**src/rtl/pipe_hazard_ctrl_pkg.sv**
```systemverilog
`default_nettype none
// ============================================================================
// Module      : pipe_hazard_ctrl_pkg
// Description : Shared encodings for the pipeline hazard controller.
// Revision    : 1.0  initial release
// ============================================================================
package pipe_hazard_ctrl_pkg;

    localparam logic [1:0] WB_SEL_PC4  = 2'b00;
    localparam logic [1:0] WB_SEL_ALU  = 2'b01;
    localparam logic [1:0] WB_SEL_DRAM = 2'b10;
    localparam logic [1:0] WB_SEL_EXT  = 2'b11;

    localparam logic [1:0] NPC_PC4 = 2'b00;
    localparam logic [1:0] NPC_BR  = 2'b01;
    localparam logic [1:0] NPC_JMP = 2'b10;

    localparam logic [1:0] FWD_RF  = 2'b00;
    localparam logic [1:0] FWD_MEM = 2'b01;
    localparam logic [1:0] FWD_WB  = 2'b10;

    typedef enum logic [0:0] {
        HZ_RUN      = 1'b0,
        HZ_MEM_WAIT = 1'b1
    } hz_state_t;

endpackage
`default_nettype wire

```
**src/rtl/pipe_hazard_ctrl_fwd_unit.sv**
```systemverilog
`default_nettype none
// ============================================================================
// Module      : fwd_unit
// Description : EX operand bypass select for one source register.
// Revision    : 1.0  initial release
// ============================================================================
module fwd_unit
    import pipe_hazard_ctrl_pkg::*;
#(
    parameter int REG_AW = 5
) (
    input  logic [REG_AW-1:0] rs,
    input  logic [REG_AW-1:0] mem_wR,
    input  logic              mem_rf_we,
    input  logic [1:0]        mem_rf_wsel,
    input  logic [REG_AW-1:0] wb_wR,
    input  logic              wb_rf_we,
    output logic [1:0]        fwd
);

    logic w_mem_hit;
    logic w_wb_hit;

    // Load data is not yet available in MEM, so only non-DRAM results bypass from there.
    assign w_mem_hit = mem_rf_we && (mem_wR != '0) && (mem_wR == rs) && (mem_rf_wsel != WB_SEL_DRAM);
    assign w_wb_hit  = wb_rf_we && (wb_wR != '0) && (wb_wR == rs);

    always_comb begin
        fwd = FWD_RF;
        if (w_mem_hit) begin
            fwd = FWD_MEM;
        end else if (w_wb_hit) begin
            fwd = FWD_WB;
        end
    end

endmodule
`default_nettype wire

```
**src/rtl/pipe_hazard_ctrl.sv**
```systemverilog
`default_nettype none
// ============================================================================
// Module      : pipe_hazard_ctrl
// Description : Stall/flush/forward controller with DRAM-wait freeze FSM.
// Revision    : 1.0  initial release
// ============================================================================
module pipe_hazard_ctrl
    import pipe_hazard_ctrl_pkg::*;
#(
    parameter int REG_AW   = 5,
    parameter int WAIT_MAX = 16,
    parameter int CNT_W    = 32
) (
    input  logic              clk,
    input  logic              rst,
    input  logic [REG_AW-1:0] ID_rR1,
    input  logic [REG_AW-1:0] ID_rR2,
    input  logic              ID_re1,
    input  logic              ID_re2,
    input  logic [REG_AW-1:0] EX_rR1,
    input  logic [REG_AW-1:0] EX_rR2,
    input  logic [REG_AW-1:0] EX_wR,
    input  logic              EX_rf_we,
    input  logic [1:0]        EX_rf_wsel,
    input  logic [1:0]        EX_npc_op,
    input  logic [REG_AW-1:0] MEM_wR,
    input  logic              MEM_rf_we,
    input  logic [1:0]        MEM_rf_wsel,
    input  logic              MEM_dram_we,
    input  logic              dram_ack,
    input  logic [REG_AW-1:0] WB_wR,
    input  logic              WB_rf_we,
    output logic              pc_stall,
    output logic              IF_ID_stall,
    output logic              IF_ID_flush,
    output logic              ID_EX_stall,
    output logic              ID_EX_flush,
    output logic              EX_MEM_stall,
    output logic              MEM_WB_flush,
    output logic [1:0]        fwd_a,
    output logic [1:0]        fwd_b,
    output logic              wait_timeout,
    output logic [CNT_W-1:0]  stall_cnt
);

    localparam int WCNT_W = $clog2(WAIT_MAX + 1);
    localparam logic [WCNT_W-1:0] c_wait_max = WCNT_W'(WAIT_MAX);

    hz_state_t         r_state;
    hz_state_t         w_state_nxt;
    logic [WCNT_W-1:0] r_wait_cnt;
    logic [WCNT_W-1:0] w_wait_cnt_nxt;
    logic              r_timeout;
    logic              w_timeout_nxt;
    logic [CNT_W-1:0]  r_stall_cnt;

    logic              w_mem_access;
    logic              w_mem_stall;
    logic              w_ctrl_hz;
    logic              w_load_use;
    logic [1:0]        w_fwd_a;
    logic [1:0]        w_fwd_b;

    assign w_mem_access = MEM_dram_we || (MEM_rf_we && (MEM_rf_wsel == WB_SEL_DRAM));
    assign w_ctrl_hz    = (EX_npc_op != NPC_PC4);
    assign w_load_use   = EX_rf_we && (EX_rf_wsel == WB_SEL_DRAM) && (EX_wR != '0) &&
                          ((ID_re1 && (ID_rR1 == EX_wR)) || (ID_re2 && (ID_rR2 == EX_wR)));

    always_ff @(posedge clk or posedge rst) begin
        if (rst) begin
            r_state     <= HZ_RUN;
            r_wait_cnt  <= '0;
            r_timeout   <= 1'b0;
            r_stall_cnt <= '0;
        end else begin
            r_state    <= w_state_nxt;
            r_wait_cnt <= w_wait_cnt_nxt;
            r_timeout  <= w_timeout_nxt;
            if (pc_stall && (r_stall_cnt != '1)) begin
                r_stall_cnt <= r_stall_cnt + 1'b1;
            end
        end
    end

    // The freeze is asserted in the first miss cycle and dropped in the release
    // cycle (ack or timeout), letting the access retire on that edge.
    always_comb begin
        w_state_nxt    = r_state;
        w_wait_cnt_nxt = r_wait_cnt;
        w_timeout_nxt  = r_timeout;
        w_mem_stall    = 1'b0;
        case (r_state)
            HZ_RUN: begin
                if (w_mem_access && !dram_ack) begin
                    w_state_nxt    = HZ_MEM_WAIT;
                    w_wait_cnt_nxt = WCNT_W'(1);
                    w_mem_stall    = 1'b1;
                end
            end
            HZ_MEM_WAIT: begin
                if (dram_ack) begin
                    w_state_nxt = HZ_RUN;
                end else if (r_wait_cnt == c_wait_max) begin
                    w_timeout_nxt = 1'b1;
                    w_state_nxt   = HZ_RUN;
                end else begin
                    w_wait_cnt_nxt = r_wait_cnt + 1'b1;
                    w_mem_stall    = 1'b1;
                end
            end
            default: begin
                w_state_nxt = HZ_RUN;
            end
        endcase
    end

    always_comb begin
        pc_stall     = 1'b0;
        IF_ID_stall  = 1'b0;
        IF_ID_flush  = 1'b0;
        ID_EX_stall  = 1'b0;
        ID_EX_flush  = 1'b0;
        EX_MEM_stall = 1'b0;
        MEM_WB_flush = 1'b0;
        if (!rst) begin
            if (w_mem_stall) begin
                pc_stall     = 1'b1;
                IF_ID_stall  = 1'b1;
                ID_EX_stall  = 1'b1;
                EX_MEM_stall = 1'b1;
                MEM_WB_flush = 1'b1;
            end else if (w_ctrl_hz) begin
                IF_ID_flush = 1'b1;
                ID_EX_flush = 1'b1;
            end else if (w_load_use) begin
                pc_stall    = 1'b1;
                IF_ID_stall = 1'b1;
                ID_EX_flush = 1'b1;
            end
        end
    end

    fwd_unit #(.REG_AW(REG_AW)) u_fwd_a (
        .rs          (EX_rR1),
        .mem_wR      (MEM_wR),
        .mem_rf_we   (MEM_rf_we),
        .mem_rf_wsel (MEM_rf_wsel),
        .wb_wR       (WB_wR),
        .wb_rf_we    (WB_rf_we),
        .fwd         (w_fwd_a)
    );

    fwd_unit #(.REG_AW(REG_AW)) u_fwd_b (
        .rs          (EX_rR2),
        .mem_wR      (MEM_wR),
        .mem_rf_we   (MEM_rf_we),
        .mem_rf_wsel (MEM_rf_wsel),
        .wb_wR       (WB_wR),
        .wb_rf_we    (WB_rf_we),
        .fwd         (w_fwd_b)
    );

    assign fwd_a        = rst ? FWD_RF : w_fwd_a;
    assign fwd_b        = rst ? FWD_RF : w_fwd_b;
    assign wait_timeout = r_timeout;
    assign stall_cnt    = r_stall_cnt;

endmodule
`default_nettype wire

```
**config.mk**
```make
export PLATFORM = sky130hd
export DESIGN_NAME = pipe_hazard_ctrl
export DESIGN_NICKNAME = d
export VERILOG_FILES = /design/src/rtl/pipe_hazard_ctrl_pkg.sv /design/src/rtl/pipe_hazard_ctrl_fwd_unit.sv /design/src/rtl/pipe_hazard_ctrl.sv
export SDC_FILE = /design/constraint.sdc
export NUM_CORES = 1
export LEC_CHECK = 0
export CAP_MARGIN = 20
export CORE_MARGIN = 1.5
export CORE_UTILIZATION = 29
export CTS_CLUSTER_DIAMETER = 100
export DETAILED_ROUTE_END_ITERATION = 10
export SYNTH_ARGS = -nofsm -noshare
export SYNTH_HDL_FRONTEND = slang
export SYNTH_SLANG_ARGS = --single-unit
export TNS_END_PERCENT = 5
```
**constraint.sdc**
```tcl
create_clock -name clk -period 6.8 [get_ports clk]
set_clock_uncertainty 0.1 [all_clocks]
set_input_delay 1.02 -clock clk [delete_from_list [all_inputs] [get_ports clk]]
set_output_delay 1.02 -clock clk [all_outputs]
set_load 0.01 [all_outputs]
```
==> results.py <==
metrics = {
    "layout": {
        "multi_input_area_sq_mm": 0.00146,
        "syn_to_final_growth_pct": 43.9,
        "fin_nets": 405,
        "layout_commonest_cell": "clkdlybuf4s50_1",
        "layout-drive-gt1-share": 0.0767,
        "final_cell_mix": "clkdlybuf4s50_1, xor2_1, dfrtp_1, xnor2_1, nor3_1",
        "diodes": 0,
        "final_cells": 457,
        "fillers": 809,
        "seq_area_sq_um": 976,
    },
    "setup_path": {
        "path_class": "in2out",
        "worstPathRequired_ns": 5.68,
        "start_kind": "input port",
        "cp_cell_sequence": "clkdlybuf4s50_1 > or4_1 > o2111ai_1 > nor4_1 > a21oi_2 > buf_4 > inv_1 > clkdlybuf4s50_1",
        "max_stage_delay_ns": 0.55,
        "endpoint_kind": "primary output",
        "r2r_end": "stall_cnt[1]",
        "critical_path_arrival_ns": 3.52,
        "reg2reg_depth": 9,
        "crit_top_cell": "clkdlybuf4s50_1",
        "crit_family": "buffers and inverters",
        "worstPathMaxFanout": 31,
        "critPathSlowestCell": "or4_1",
        "reg2reg_slack_ns": 4.19,
        "cp_num_buf_inv": 4,
        "timing.rr.start": "r_wait_cnt[0]",
    },
    "timing": {
        "period_share": 0.683,
        "setup_viol_count_final": 0,
        "min_period_ns": 4.64,
        "setup_tns_ns": 0,
        "hold_viol": 0,
        "final_max_slew_viol_count": 0,
        "grt_setup_unrepaired": "false",
        "relSlewSlack": 0.459,
        "worstMarginPinSlew_ns": 0.805,
        "fmax_mhz": 215,
    },
    "pwr": {
        "p_leak_nw": 1.52,
        "ir_worst_vdd_uv": 77.0,
        "power_density_mw_per_mm2": 177,
    },
    "cts": {
        "cts-root-buf": "clkbuf_8",
        "cts.sinks": 39,
        "post_cts_buffers": 0,
        "clk_latency_ns": 0.29,
        "clk_path_buf_depth": 2,
        "cts_resized": 0,
        "numCtsBuffers": 5,
        "cts_hold_buf": 0,
        "clkSlewWorstSetupHoldPaths_ns": 0.07,
        "h-tree-depth": 2,
        "cts_tree": "yes",
    },
    "yosys": {
        "yosys_register_bits": 39,
        "yosysUniqueCellTypes": 44,
        "syn_nets": 311,
        "async_flop_share": 1.00,
        "yosys_most_used_dff": "dfrtp_1",
        "syn_area_sq_mm": 0.00253,
        "synth_area_leaders": "dfrtp_1, xor2_1, xnor2_1, nor3_1, nand4_1",
        "yosysWarnings": 0,
        "postSynthAreaPerCell_sq_um": 9.80,
        "yosysSeqAreaShare": 0.386,
        "synth_top_area_share": 0.386,
        "synth_area_leader_cell": "dfrtp_1",
        "synth_edf_count": 0,
        "synthCells": 258,
    },
    "placed_design": {
        "dp_cells": 450,
        "hpwl_um": 4960,
        "gp_congestion": 0.779,
        "portBuffers": 93,
    },
    "hold_path": {
        "min_from": "stall_cnt[27]",
        "min_to": "stall_cnt[27]",
        "whs_path_depth": 1,
        "holdCritPathClass": "reg2reg",
    },
    "route": {
        "final_antenna_net_count": 0,
        "wl_per_cell_um": 13.9,
        "drc_errors": 0,
        "drt_iter0_markers": 81,
        "dr.pass1.iters": 4,
        "vias": 2237,
        "drt-total-wl_um": 6350,
        "vias_per_cell": 4.89,
    },
    "global_route": {
        "grt_pass1_wl_um": 10600,
        "antenna_found_initial": 0,
        "grt_pass1_vias": 2311,
        "grt_max_degree": 41,
        "grt_use_total": 0.149,
        "gr-total-overflow": 0,
    },
    "floorplanning": {
        "row_count": 33,
        "initial_core_util": 0.303,
        "die_h_um": 96.4,
        "die_w_um": 96.4,
        "ios": 94,
        "core_area_sq_mm": 0.00834,
        "dieArea_sq_mm": 0.00929,
    },
    "run": {
        "maxCapViolCount": 0,
    },
    "run_status": {
        "status": "finished clean",
    },
}
[layout make-up]
cell class | count | area share
multi-input cells | 201 | 0.402
inverters | 10 | 0.0103
clock inverters | 1 | 0.00138
repair buffers | 95 | 0.260
well taps | 105 | 0.0361
clock buffers | 6 | 0.0227
flip-flops and latches | 39 | 0.268
[cell families (layout without fill, tap and decap cells)]
logic type	after synthesis	count (layout)	share of synthesized area
adder cells (fa/ha/maj)	3	3	0.0148
AND/OR/NAND/NOR	120	120	0.291
XOR/XNOR	62	62	0.215
buffers and inverters	18	112	0.0361
flip-flops	39	39	0.386
multiplexers	3	3	0.0134
AO/OA/AOI/OAI	13	13	0.0440
[routing by layer]
layer / track usage / up-vias / part of all wire
li1: - / 1108 / -
met1: 0.168 / 1043 / 0.43
met2: 0.266 / 76 / 0.49
met3: 0.0438 / 10 / 0.065
met4: 0.0507 / 0 / 0.014
met5: 0 / - / 0
[worst reg2reg max path, cell delays in order (launching register included)]
cell and delay (ns):
dfrtp_1 0.41, inv_1 0.06, ha_1 0.19, and4bb_4 0.21, a221oi_4 0.43, and2_4 0.25, a21oi_2 0.03, buf_4 0.25
nor2_1 0.23, mux2_1 0.34
[sequential cells by signal, summed over array words and instances, names as in the netlist]
signal / flops
r_state: 1
r_wait_cnt: 5
stall_cnt: 32
wait_timeout: 1
[Yosys cell counts, drive strengths merged, types with 6 or more instances]
cell type and instances:
nor3 19, buf 8, nor2 17, inv 10, xnor2 22, or4 6
nand3 16, nor4 11, nand2 16, dfrtp 39, nand4 14, xor2 40
[how the worst max path moves through the flow]
| stage | startpoint | endpoint | slack, ns | cells past startpoint |
|---|---|---|---|---|
| after global placement | EX_wR[1] | IF_ID_stall | 2.20 | 8 |
| after detailed placement | EX_wR[1] | IF_ID_stall | 2.15 | 8 |
| after global routing | EX_wR[1] | pc_stall | 1.99 | 8 |
| after floorplan | rst | fwd_a[1] | 2.71 | 4 |
| final | EX_wR[1] | IF_ID_stall | 2.16 | 8 |
| after CTS | EX_wR[1] | IF_ID_stall | 2.15 | 8 |
[through the flow]
stage / hold WS [ns] / util / cell area, sq um / power [mW] / setup slack [ns]
detailed placement: 0.383 / 0.426 / 3550 / 0.492 / 2.15
global placement: 0.370 / 0.426 / 3550 / 0.489 / 2.20
floorplan: 0.406 / - / 2530 / 0.385 / 2.71
CTS: 0.393 / 0.436 / 3640 / 0.654 / 2.15
global route: 0.413 / 0.436 / 3640 / 0.687 / 1.99
finish: 0.388 / 0.436 / 3640 / 0.645 / 2.16
[report_power, final]
part | switching (mW) | total (mW) | internal, mW
sequential | 0.0383 | 0.299 | 0.260
clock | 0.0799 | 0.159 | 0.0796
combinational | 0.0808 | 0.187 | 0.106
Power figures use the tool's default switching activity.
